[src/rtl/id_ex_reg.sv]
// ID/EX pipeline register with stall hold, flush-to-bubble and invalid-slot control squash.
// Optional bubble counter output is enabled by defining ID_EX_BUBBLE_CNT_EN.
module id_ex_reg #(
   parameter int unsigned CTRL_W = 12
) (
   input  logic              clk,
   input  logic              rst,
   input  logic              stall,
   input  logic              flush,
   input  logic              id_valid,
   input  logic [31:0]       id_pc,
   input  logic [31:0]       id_rs_data,
   input  logic [31:0]       id_rt_data,
   input  logic [31:0]       id_imm,
   input  logic [4:0]        id_rs,
   input  logic [4:0]        id_rt,
   input  logic [4:0]        id_rd,
   input  logic [1:0]        id_regdst,
   input  logic [1:0]        id_fwd_a,
   input  logic [1:0]        id_fwd_b,
   input  logic [CTRL_W-1:0] id_ctrl,
   output logic              ex_valid,
   output logic [31:0]       ex_pc,
   output logic [31:0]       ex_rs_data,
   output logic [31:0]       ex_rt_data,
   output logic [31:0]       ex_imm,
   output logic [4:0]        ex_rs,
   output logic [4:0]        ex_rt,
   output logic [4:0]        ex_rd,
   output logic [1:0]        ex_regdst,
   output logic [1:0]        ex_fwd_a,
   output logic [1:0]        ex_fwd_b,
   output logic [CTRL_W-1:0] ex_ctrl
`ifdef ID_EX_BUBBLE_CNT_EN
   ,
   output logic [31:0]       ex_bubble_cnt
`endif
);

   localparam int unsigned XLEN   = 32;
   localparam int unsigned RIDX_W = 5;
   localparam int unsigned SEL_W  = 2;

   typedef struct packed {
      logic              valid;
      logic [XLEN-1:0]   pc;
      logic [XLEN-1:0]   rs_data;
      logic [XLEN-1:0]   rt_data;
      logic [XLEN-1:0]   imm;
      logic [RIDX_W-1:0] rs;
      logic [RIDX_W-1:0] rt;
      logic [RIDX_W-1:0] rd;
      logic [SEL_W-1:0]  regdst;
      logic [SEL_W-1:0]  fwd_a;
      logic [SEL_W-1:0]  fwd_b;
      logic [CTRL_W-1:0] ctrl;
   } ex_pl_t;

   ex_pl_t pl_d, pl_q;

   // Priority below reset: flush > stall > load; invalid slots never carry control.
   always_comb begin
      pl_d = pl_q;
      if (flush) begin
         pl_d = '0;
      end else if (!stall) begin
         pl_d.valid   = id_valid;
         pl_d.pc      = id_pc;
         pl_d.rs_data = id_rs_data;
         pl_d.rt_data = id_rt_data;
         pl_d.imm     = id_imm;
         pl_d.rs      = id_rs;
         pl_d.rt      = id_rt;
         pl_d.rd      = id_rd;
         pl_d.regdst  = id_regdst;
         pl_d.fwd_a   = id_fwd_a;
         pl_d.fwd_b   = id_fwd_b;
         pl_d.ctrl    = id_valid ? id_ctrl : '0;
      end
   end

   always_ff @(posedge clk) begin
      if (rst) begin
         pl_q <= '0;
      end else begin
         pl_q <= pl_d;
      end
   end

   assign ex_valid   = pl_q.valid;
   assign ex_pc      = pl_q.pc;
   assign ex_rs_data = pl_q.rs_data;
   assign ex_rt_data = pl_q.rt_data;
   assign ex_imm     = pl_q.imm;
   assign ex_rs      = pl_q.rs;
   assign ex_rt      = pl_q.rt;
   assign ex_rd      = pl_q.rd;
   assign ex_regdst  = pl_q.regdst;
   assign ex_fwd_a   = pl_q.fwd_a;
   assign ex_fwd_b   = pl_q.fwd_b;
   assign ex_ctrl    = pl_q.ctrl;

`ifdef ID_EX_BUBBLE_CNT_EN
   localparam int unsigned CNT_W = 32;

   logic [CNT_W-1:0] bubble_cnt_d, bubble_cnt_q;
   logic             load_bubble_c;

   // Saturating count of edges that load a bubble; held edges are not counted.
   always_comb begin
      load_bubble_c = flush | (~stall & ~id_valid);
      bubble_cnt_d  = bubble_cnt_q;
      if (load_bubble_c && (bubble_cnt_q != '1)) begin
         bubble_cnt_d = bubble_cnt_q + CNT_W'(1);
      end
   end

   always_ff @(posedge clk) begin
      if (rst) begin
         bubble_cnt_q <= '0;
      end else begin
         bubble_cnt_q <= bubble_cnt_d;
      end
   end

   assign ex_bubble_cnt = bubble_cnt_q;
`endif

endmodule

[config.mk]
export PLATFORM = sky130hd
export DESIGN_NAME = id_ex_reg
export DESIGN_NICKNAME = d
export VERILOG_FILES = /design/src/rtl/id_ex_reg.sv
export SDC_FILE = /design/constraint.sdc
export NUM_CORES = 1
export LEC_CHECK = 0
export BUFFER_PORTS_ARGS = -buffer_cell sky130_fd_sc_hd__clkbuf_2
export CELL_PAD_IN_SITES_DETAIL_PLACEMENT = 0
export CELL_PAD_IN_SITES_GLOBAL_PLACEMENT = 2
export CORE_ASPECT_RATIO = 0.9
export CORE_MARGIN = 2
export CORE_UTILIZATION = 25
export DETAILED_ROUTE_END_ITERATION = 6
export PLACE_DENSITY = 0.79
export SKIP_LAST_GASP = 1
export SYNTH_ARGS = -nofsm -noshare
export SYNTH_HDL_FRONTEND = slang
export SYNTH_SLANG_ARGS = --single-unit
[constraint.sdc]
create_clock -name clk -period 1.3 [get_ports clk]
set_input_delay 0.26 -clock clk [delete_from_list [all_inputs] [get_ports clk]]
set_output_delay 0.26 -clock clk [all_outputs]
set_load 0.02 [all_outputs]
Word level (Yosys, flattened, before mapping). Index checks and enable logic that the tools add are counted.

Reduce and logical (&&, ||, !) cells: 1. Mux-type cells: 1.

Operator list (count): two-way mux 12 bit (1); OR reduction 2 bit (1).

Register bits after elaboration: 162. Word-level logic and storage cells: 14.

Depth between registers and ports, before layout. Gate-level depths: netlist of run 1.

Depth in word-level cells: 1. Depth in mapped cells: 5. Depth with buffers taken out: 2.

Worst setup path before layout of run 1. No wires, ideal clock.

Kind: input to register. Start: input port stall. End: register pl_q, in the netlist ex_pc[0]. Stages on the path: 5. Arrival: 0.917 ns. Setup time: 0.114 ns. Data required time: 1.186 ns. Setup slack: 0.269 ns. Cells stage by stage: buf_2 buf_4 buf_4 mux2i_1 nor2_1.

RTL lines: from (decl) (RTL line 8) `input logic stall,`; to (signal assigned) (RTL line 86) `pl_q <= pl_d;`; to (decl) (RTL line 59) `ex_pl_t pl_d, pl_q;`.

Worst setup path after layout of run 1.
Start: register pl_q, in the netlist ex_imm[6]. End: output port ex_imm[6].

RTL lines: to (decl) (RTL line 26) `output logic [31:0] ex_imm,`.

No word-level cell between the ends.

==> results of run 1 <==
-- power by group through the flow --
| stage | registers, mW | clock network, mW | logic, mW |
|---|---|---|---|
| floorplan | 5.51 | 0 | 0.566 |
| global route | 5.22 | 5.30 | 1.44 |
| CTS | 5.20 | 5.08 | 1.35 |
| finish | 5.20 | 4.87 | 1.33 |
| detailed placement | 5.31 | 0 | 1.35 |
| global placement | 5.31 | 0 | 1.35 |
-- metrics by stage --
stage / std cells / hold slack, ns / util / worst slack, ns / total power, mW
3_3_place_gp: 1150 / 0.4483 / 0.3509 / 0.09716 / 6.658
6_report: 1182 / 0.06879 / 0.3760 / 0.08757 / 11.40
5_1_grt: 1182 / 0.04951 / 0.3760 / 0.01045 / 11.96
4_1_cts: 1182 / 0.04563 / 0.3760 / 0.04903 / 11.63
3_5_place_dp: 1150 / 0.4522 / 0.3509 / 0.06695 / 6.664
2_1_floorplan: 538 / 0.4039 / - / 0.2689 / 6.071
-- cells by family after synthesis --
kind of cell,count (synthesis)
flip-flops,162
buffers and inverters,39
AND/OR/NAND/NOR,175
AO/OA/AOI/OAI,12
multiplexers,150
-- worst paths after layout --
| path | endpoint | slack (ns) |
|---|---|---|
| worst min-delay path | ex_rt_data[12] | 0.07 |
| worst min register to register | ex_ctrl[1] | 0.46 |
| worst max-delay path | ex_imm[6] | 0.09 |
| worst max register to register | ex_pc[16] | 0.66 |
-- per-layer routing --
layer	global-route usage	vias to the layer above
li1	-	2450
met1	0.1455	2167
met2	0.2167	192
met3	0.05605	11
met4	0.03522	0
met5	0	-
-- layout by cell type (no fill, tap or decap), drive strengths merged, types with 4 or more instances in the layout --
cell type  Yosys  routed
clkinv         0       4
a21oi         12      12
dfxtp        162     162
buf           29      27
nand2         12      12
nor2         150     150
mux2i        150     150
clkbuf        10     346
inv            0       8
nand3b        12      12
-- final cells by class --
cell class	instances	area, um2	share of cell area
Sequential cell	162	3243	0.3810
Multi-Input combinational cell	337	2268	0.2665
Timing Repair Buffer	354	2061	0.2421
Clock buffer	19	452.9	0.05320
Tap cell	297	371.6	0.04365
Clock inverter	13	116.4	0.01367
-- flip-flops by register name, summed over array words and instances, names as in the netlist --
name	count
ex_imm	32
ex_pc	32
ex_rs_data	32
ex_rt_data	32
ex_ctrl	12
ex_rd	5
ex_rs	5
ex_rt	5
ex_fwd_a	2
ex_fwd_b	2
ex_regdst	2
ex_valid	1
==> flow_summary_export.csv, run 1 <==
group,metric,value,unit
pwr,swShare,0.2642,
timing,max_clk_rate,824.8,MHz
yosys,yosys.cell_types.count,11,
grt,gr-usage-all-layers,0.1275,
placed_design,dp_hpwl,12170,um
critical_path,criticalPathCategory,"flop to primary output",
placed_design,finalWeightedCongestion,0.7173,
outcome,run_status,"completed",
floorplan,die_w,164.6,um
yosys,synth-compound-area-share,0.01035,
detailed_routing,route.antenna.remaining_nets,0,
clock_tree,cts-buffers-inserted,17,
pwr,power.ir.vdd_worst,701.3,uV
detailed_routing,dr_vias,4820,
finish,syn2layout_area_growth,46.67,%
pwr,switchingPower,3.012,mW
timing,rsz0062_at_grt,"no",
yosys,syn_area,5804,um2
clock_tree,post-cts-setup-buffers,0,
pwr,clock_power_share,0.427,
critical_path,critical_path_buf_inv_count,1,
floorplan,rows,52,
timing,max_slew_margin,0.7493,
clock_tree,cts_buffer_depth,2,
hold_path,hold_path_depth,3,
critical_path,timing.critical_path.required,1.04,ns
timing,setup_viol,0,
yosys,postSynthNetCount,704,
finish,final_nets,1038,
detailed_routing,route.top_layer_used,"met4",
yosys,ys.warnings.count,0,
critical_path,cp_top_family,"flip-flops",
timing,fin_setup_tns,0,ns
grt,grt_antenna_before_repair,0,
floorplan,die-area,24450,um2
critical_path,worst_r2r_startpoint,"ex_pc[16]",
yosys,syn_area_per_cell,10.79,um2
yosys,synth.area.top_cells,"sky130_fd_sc_hd__dfxtp_1, sky130_fd_sc_hd__mux2i_1, sky130_fd_sc_hd__nor2_1",
detailed_routing,met3_length,1689,um
yosys,yosys-top-cells-count,"sky130_fd_sc_hd__dfxtp_1, sky130_fd_sc_hd__mux2i_1, sky130_fd_sc_hd__nor2_1",
detailed_routing,drc,0,
grt,grt_max_degree,60,
clock_tree,clock_sinks,162,
grt,first_pass_grt_wire_length,24260,um
critical_path,timing.reg2reg.worst_path_depth,2,
yosys,synth_top_family_by_area,"multiplexers",
clock_tree,cts.root.buffer_cell,"sky130_fd_sc_hd__clkbuf_16",
hold_path,hold_start,"id_rt_data[12]",
pwr,power.density,1339,nW/um2
yosys,most_used_standard_cell_by_instance_count_after_synthesis,"sky130_fd_sc_hd__dfxtp_1",
clock_tree,path_clk_slew,0.07,ns
detailed_routing,drtPass1Iterations,4,
yosys,syn-instance-count,538,
grt,grt_pass1_vias,4698,
critical_path,worstSetupStartpoint,"ex_imm[6]",
clock_tree,tritoncts_clock_tree,"done",
yosys,post_synth_and_or_nand_nor_area_fraction,0.1214,
critical_path,cp_num_cells,1,
finish,share_of_final_layout_standard_cells_stronger_than_drive_strength_1,0.4373,
finish,antennaDiodeCount,0,
timing,timing_worst_slew_pin_value,0.3761,ns
timing,clock_skew,0,ns
timing,period_needed,1.212,ns
placed_design,placed_cell_area,7944,um2
finish,layout.cell_area.non_filler,8513,um2
clock_tree,clock_latency,0.41,ns
critical_path,slowest_stage,"sky130_fd_sc_hd__dfxtp_1",
yosys,postSynthRegisterBits,162,
detailed_routing,wl,16190,um
grt,globalRoute.totalOverflow,0,
critical_path,setup.worst_path.end_class,"primary output",
floorplan,die_height,148.6,um
clock_tree,ctsResizeCount,0,
finish,n_fill_cell,2336,
detailed_routing,routed_wire_length_per_instance,13.70,um
critical_path,crit_chain,"clkbuf_2",
detailed_routing,number_of_vias_per_cell,4.078,
floorplan,initial_utilization,0.2564,
floorplan,core-area,22640,um2
run,cap_viol_max_count,0,
placed_design,buffer_ports.inserted,327,
floorplan,ios,328,
yosys,sequential_to_total_area_share_from_yosys_stat,0.5587,
pwr,combinationalPowerShare,0.117,
yosys,post_synth_mux_area_share,0.2587,
pwr,p_int,8.388,mW
critical_path,worst-path-max-fanout,2,
pwr,static-leakage-power,4.355,nW
pwr,seq_power_share,0.456,
timing,timing_hold_violations_final,0,
detailed_routing,met1_routed_length,6528,um
detailed_routing,drt_first_iter_violations,216,
critical_path,crit_arrival,0.95,ns
critical_path,critical_path.startpoint_type,"flop",
yosys,ys_dominant_reg_cell,"sky130_fd_sc_hd__dfxtp_1",
clock_tree,cts_hold_buffers,0,
hold_path,min_path_type,"primary input to flop",
timing,report.final.slew_viol_count,0,
yosys,synth_xor_xnor_area_share,0,
yosys,synth_enable_flop_cells,0,
clock_tree,cts_htree_levels,4,
critical_path,worst_path_largest_cell_delay,0.36,ns
timing,period_share,0.9326,
yosys,synth_adder_area_share,0,
yosys,synthArstFlopShare,0,
detailed_routing,met2_wirelength,7755,um
yosys,synth_top_area_cell,"sky130_fd_sc_hd__dfxtp_1",
yosys,synth_largest_type_area_fraction,0.5587,
Note: power is estimated with default switching activity, not from simulation.
==> inputs of run 2 (changes only) <==
--- a/config.mk
+++ b/config.mk
@@ -8,9 +8,9 @@
 export BUFFER_PORTS_ARGS = -buffer_cell sky130_fd_sc_hd__clkbuf_2
-export CELL_PAD_IN_SITES_DETAIL_PLACEMENT = 0
-export CELL_PAD_IN_SITES_GLOBAL_PLACEMENT = 2
+export CELL_PAD_IN_SITES_DETAIL_PLACEMENT = 1
+export CELL_PAD_IN_SITES_GLOBAL_PLACEMENT = 1
 export CORE_ASPECT_RATIO = 0.9
 export CORE_MARGIN = 2
-export CORE_UTILIZATION = 25
+export CORE_UTILIZATION = 32
 export DETAILED_ROUTE_END_ITERATION = 6
-export PLACE_DENSITY = 0.79
+export PLACE_DENSITY = 0.8
 export SKIP_LAST_GASP = 1
==> constraint.sdc (replaced) <==
create_clock -name clk -period 1.3 [get_ports clk]
set_input_delay 0.13 -clock clk [delete_from_list [all_inputs] [get_ports clk]]
set_output_delay 0.13 -clock clk [all_outputs]
set_load 0.02 [all_outputs]
==> flow_summary_export.csv, run 2 (same netlist as run 1, synthesis figures left out) <==
group,metric,value,unit
run,cap_viol_max_count,0,
critical_path,worst_r2r_startpoint,"ex_imm[9]",
pwr,power.ir.vdd_worst,721.4,uV
critical_path,critical_path_buf_inv_count,1,
timing,fin_setup_tns,0,ns
finish,n_fill_cell,1958,
clock_tree,ctsResizeCount,0,
floorplan,die_height,131.8,um
finish,layout.cells.most_common_list,"sky130_fd_sc_hd__clkbuf_2, sky130_fd_sc_hd__dfxtp_1, sky130_fd_sc_hd__dlygate4sd3_1",
detailed_routing,drc,0,
clock_tree,path_clk_slew,0.07,ns
hold_path,min_path_type,"primary input to flop",
finish,final_nets,1186,
critical_path,rrSetupSlack,0.58,ns
clock_tree,clock_sinks,162,
detailed_routing,drtPass1Iterations,4,
pwr,p_int,8.932,mW
timing,timing.final.ws_setup,0.1764,ns
critical_path,slowest_stage,"sky130_fd_sc_hd__dfxtp_1",
critical_path,criticalPathCategory,"flop to primary output",
pwr,fin_total_pwr,12.15,mW
outcome,run_status,"finished with violations",
placed_design,finalWeightedCongestion,0.7485,
floorplan,core-area,17670,um2
grt,grt_antenna_before_repair,3,
placed_design,dp_hpwl,12930,um
detailed_routing,routed_wire_length_per_instance,18.59,um
pwr,swShare,0.2650,
pwr,switchingPower,3.221,mW
floorplan,rows,46,
timing,setup_viol,0,
timing,clock_skew,0,ns
placed_design,buffer_ports.inserted,327,
pwr,power.density,1231,nW/um2
critical_path,critical_path.startpoint_type,"flop",
floorplan,die_w,146.0,um
clock_tree,cts-buffers-inserted,17,
critical_path,crit_chain,"clkbuf_2",
critical_path,worstSetupEndpoint,"ex_rs_data[13]",
critical_path,timing.reg2reg.worst_path_depth,2,
placed_design,place_worst_setup_slack,0.1597,ns
clock_tree,cts_htree_levels,4,
hold_path,hold_path_depth,3,
critical_path,cp_num_cells,1,
critical_path,cp_top_family,"flip-flops",
clock_tree,tritoncts_clock_tree,"done",
detailed_routing,route.antenna.remaining_nets,0,
critical_path,setup.worst_path.end_class,"primary output",
timing,rsz0062_at_grt,"no",
pwr,seq_power_share,0.430,
grt,globalRoute.totalOverflow,0,
timing,period_needed,1.124,ns
critical_path,worstSetupStartpoint,"ex_rs_data[13]",
timing,period_share,0.8643,
grt,gr-usage-all-layers,0.2461,
critical_path,critical_path.reg2reg.endpoint,"ex_imm[9]",
critical_path,crit_arrival,0.99,ns
clock_tree,cts_buffer_depth,2,
clock_tree,clock_latency,0.41,ns
outcome,failed_checks,"hold timing",
detailed_routing,wl,23720,um
timing,report.final.slew_viol_count,0,
grt,grt_max_degree,60,
detailed_routing,drt_first_iter_violations,165,
detailed_routing,number_of_vias_per_cell,4.567,
critical_path,worst_path_largest_cell_delay,0.38,ns
grt,grt_pass1_vias,6673,
floorplan,die-area,19230,um2
timing,timing_worst_slew_pin_value,0.4657,ns
floorplan,initial_utilization,0.3285,
floorplan,ios,328,
timing,max_clk_rate,890.0,MHz
grt,first_pass_grt_wire_length,37390,um
pwr,static-leakage-power,4.939,nW
finish,share_of_final_layout_standard_cells_stronger_than_drive_strength_1,0.3630,
finish,syn2layout_area_growth,70.12,%
timing,timing_hold_violations_final,1,
pwr,combinationalPowerShare,0.144,
critical_path,timing.critical_path.required,1.17,ns
finish,mostFrequentLayoutCell,"sky130_fd_sc_hd__clkbuf_2",
detailed_routing,dr_vias,5828,
clock_tree,cts.root.buffer_cell,"sky130_fd_sc_hd__clkbuf_16",
pwr,clock_power_share,0.426,
critical_path,worst-path-max-fanout,2,
timing,max_slew_margin,0.6896,
timing,worst_hold_slack_across_all_endpoints,-0.01057,ns
==> run 2: power groups by stage <==
stage	Sequential, mW	Combinational [mW]	Clock (mW)
after floorplan	5.51	0.566	0
after global placement	5.31	1.26	0
after detailed placement	5.32	1.29	0
after CTS	5.21	1.68	5.32
after global routing	5.24	1.86	5.49
final	5.22	1.75	5.18
==> run 2: area by class of cell <==
class	instances	area (um2)	area share
Multi-Input combinational cell	337	2268	0.2297
Clock inverter	14	168.9	0.01711
Sequential cell	162	3243	0.3284
Antenna cell	3	7.507	0.0007603
Tap cell	240	300.3	0.03041
Timing Repair Buffer	502	3457	0.3501
Clock buffer	18	429.2	0.04346
==> run 2: metal layers <==
layer | wire length [um] | track usage | up-vias
met5 | 0 | 0 | -
met4 | 601 | 0.09368 | 0
met3 | 1570 | 0.07474 | 46
met2 | 12530 | 0.4641 | 242
met1 | 9012 | 0.2552 | 2793
li1 | - | - | 2747
==> run 2: worst min path at each step <==
stage	startpoint	to
floorplan	id_fwd_a[0]	ex_fwd_a[0]
global placement	id_imm[17]	ex_imm[17]
detailed placement	id_fwd_b[1]	ex_fwd_b[1]
CTS	id_rs_data[27]	ex_rs_data[27]
global route	id_rs_data[6]	ex_rs_data[6]
finish	id_rs_data[6]	ex_rs_data[6]
==> run 2: repair_timing <==
| item | 4_1_cts | 5_1_grt |
|---|---|---|
| hold buffers | 159 | 0 |
| setup buffers | 0 | 0 |
| hold endpoints to repair | 159 | 0 |
==> run 2: through the flow <==
| stage | instances | utilization | area (um2) |
|---|---|---|---|
| global placement | 1082 | 0.4345 | 7677 |
| floorplan | 538 | - | 5804 |
| CTS | 1273 | 0.5584 | 9867 |
| global route | 1276 | 0.5588 | 9874 |
| detailed placement | 1082 | 0.4345 | 7677 |
| finish | 1276 | 0.5588 | 9874 |
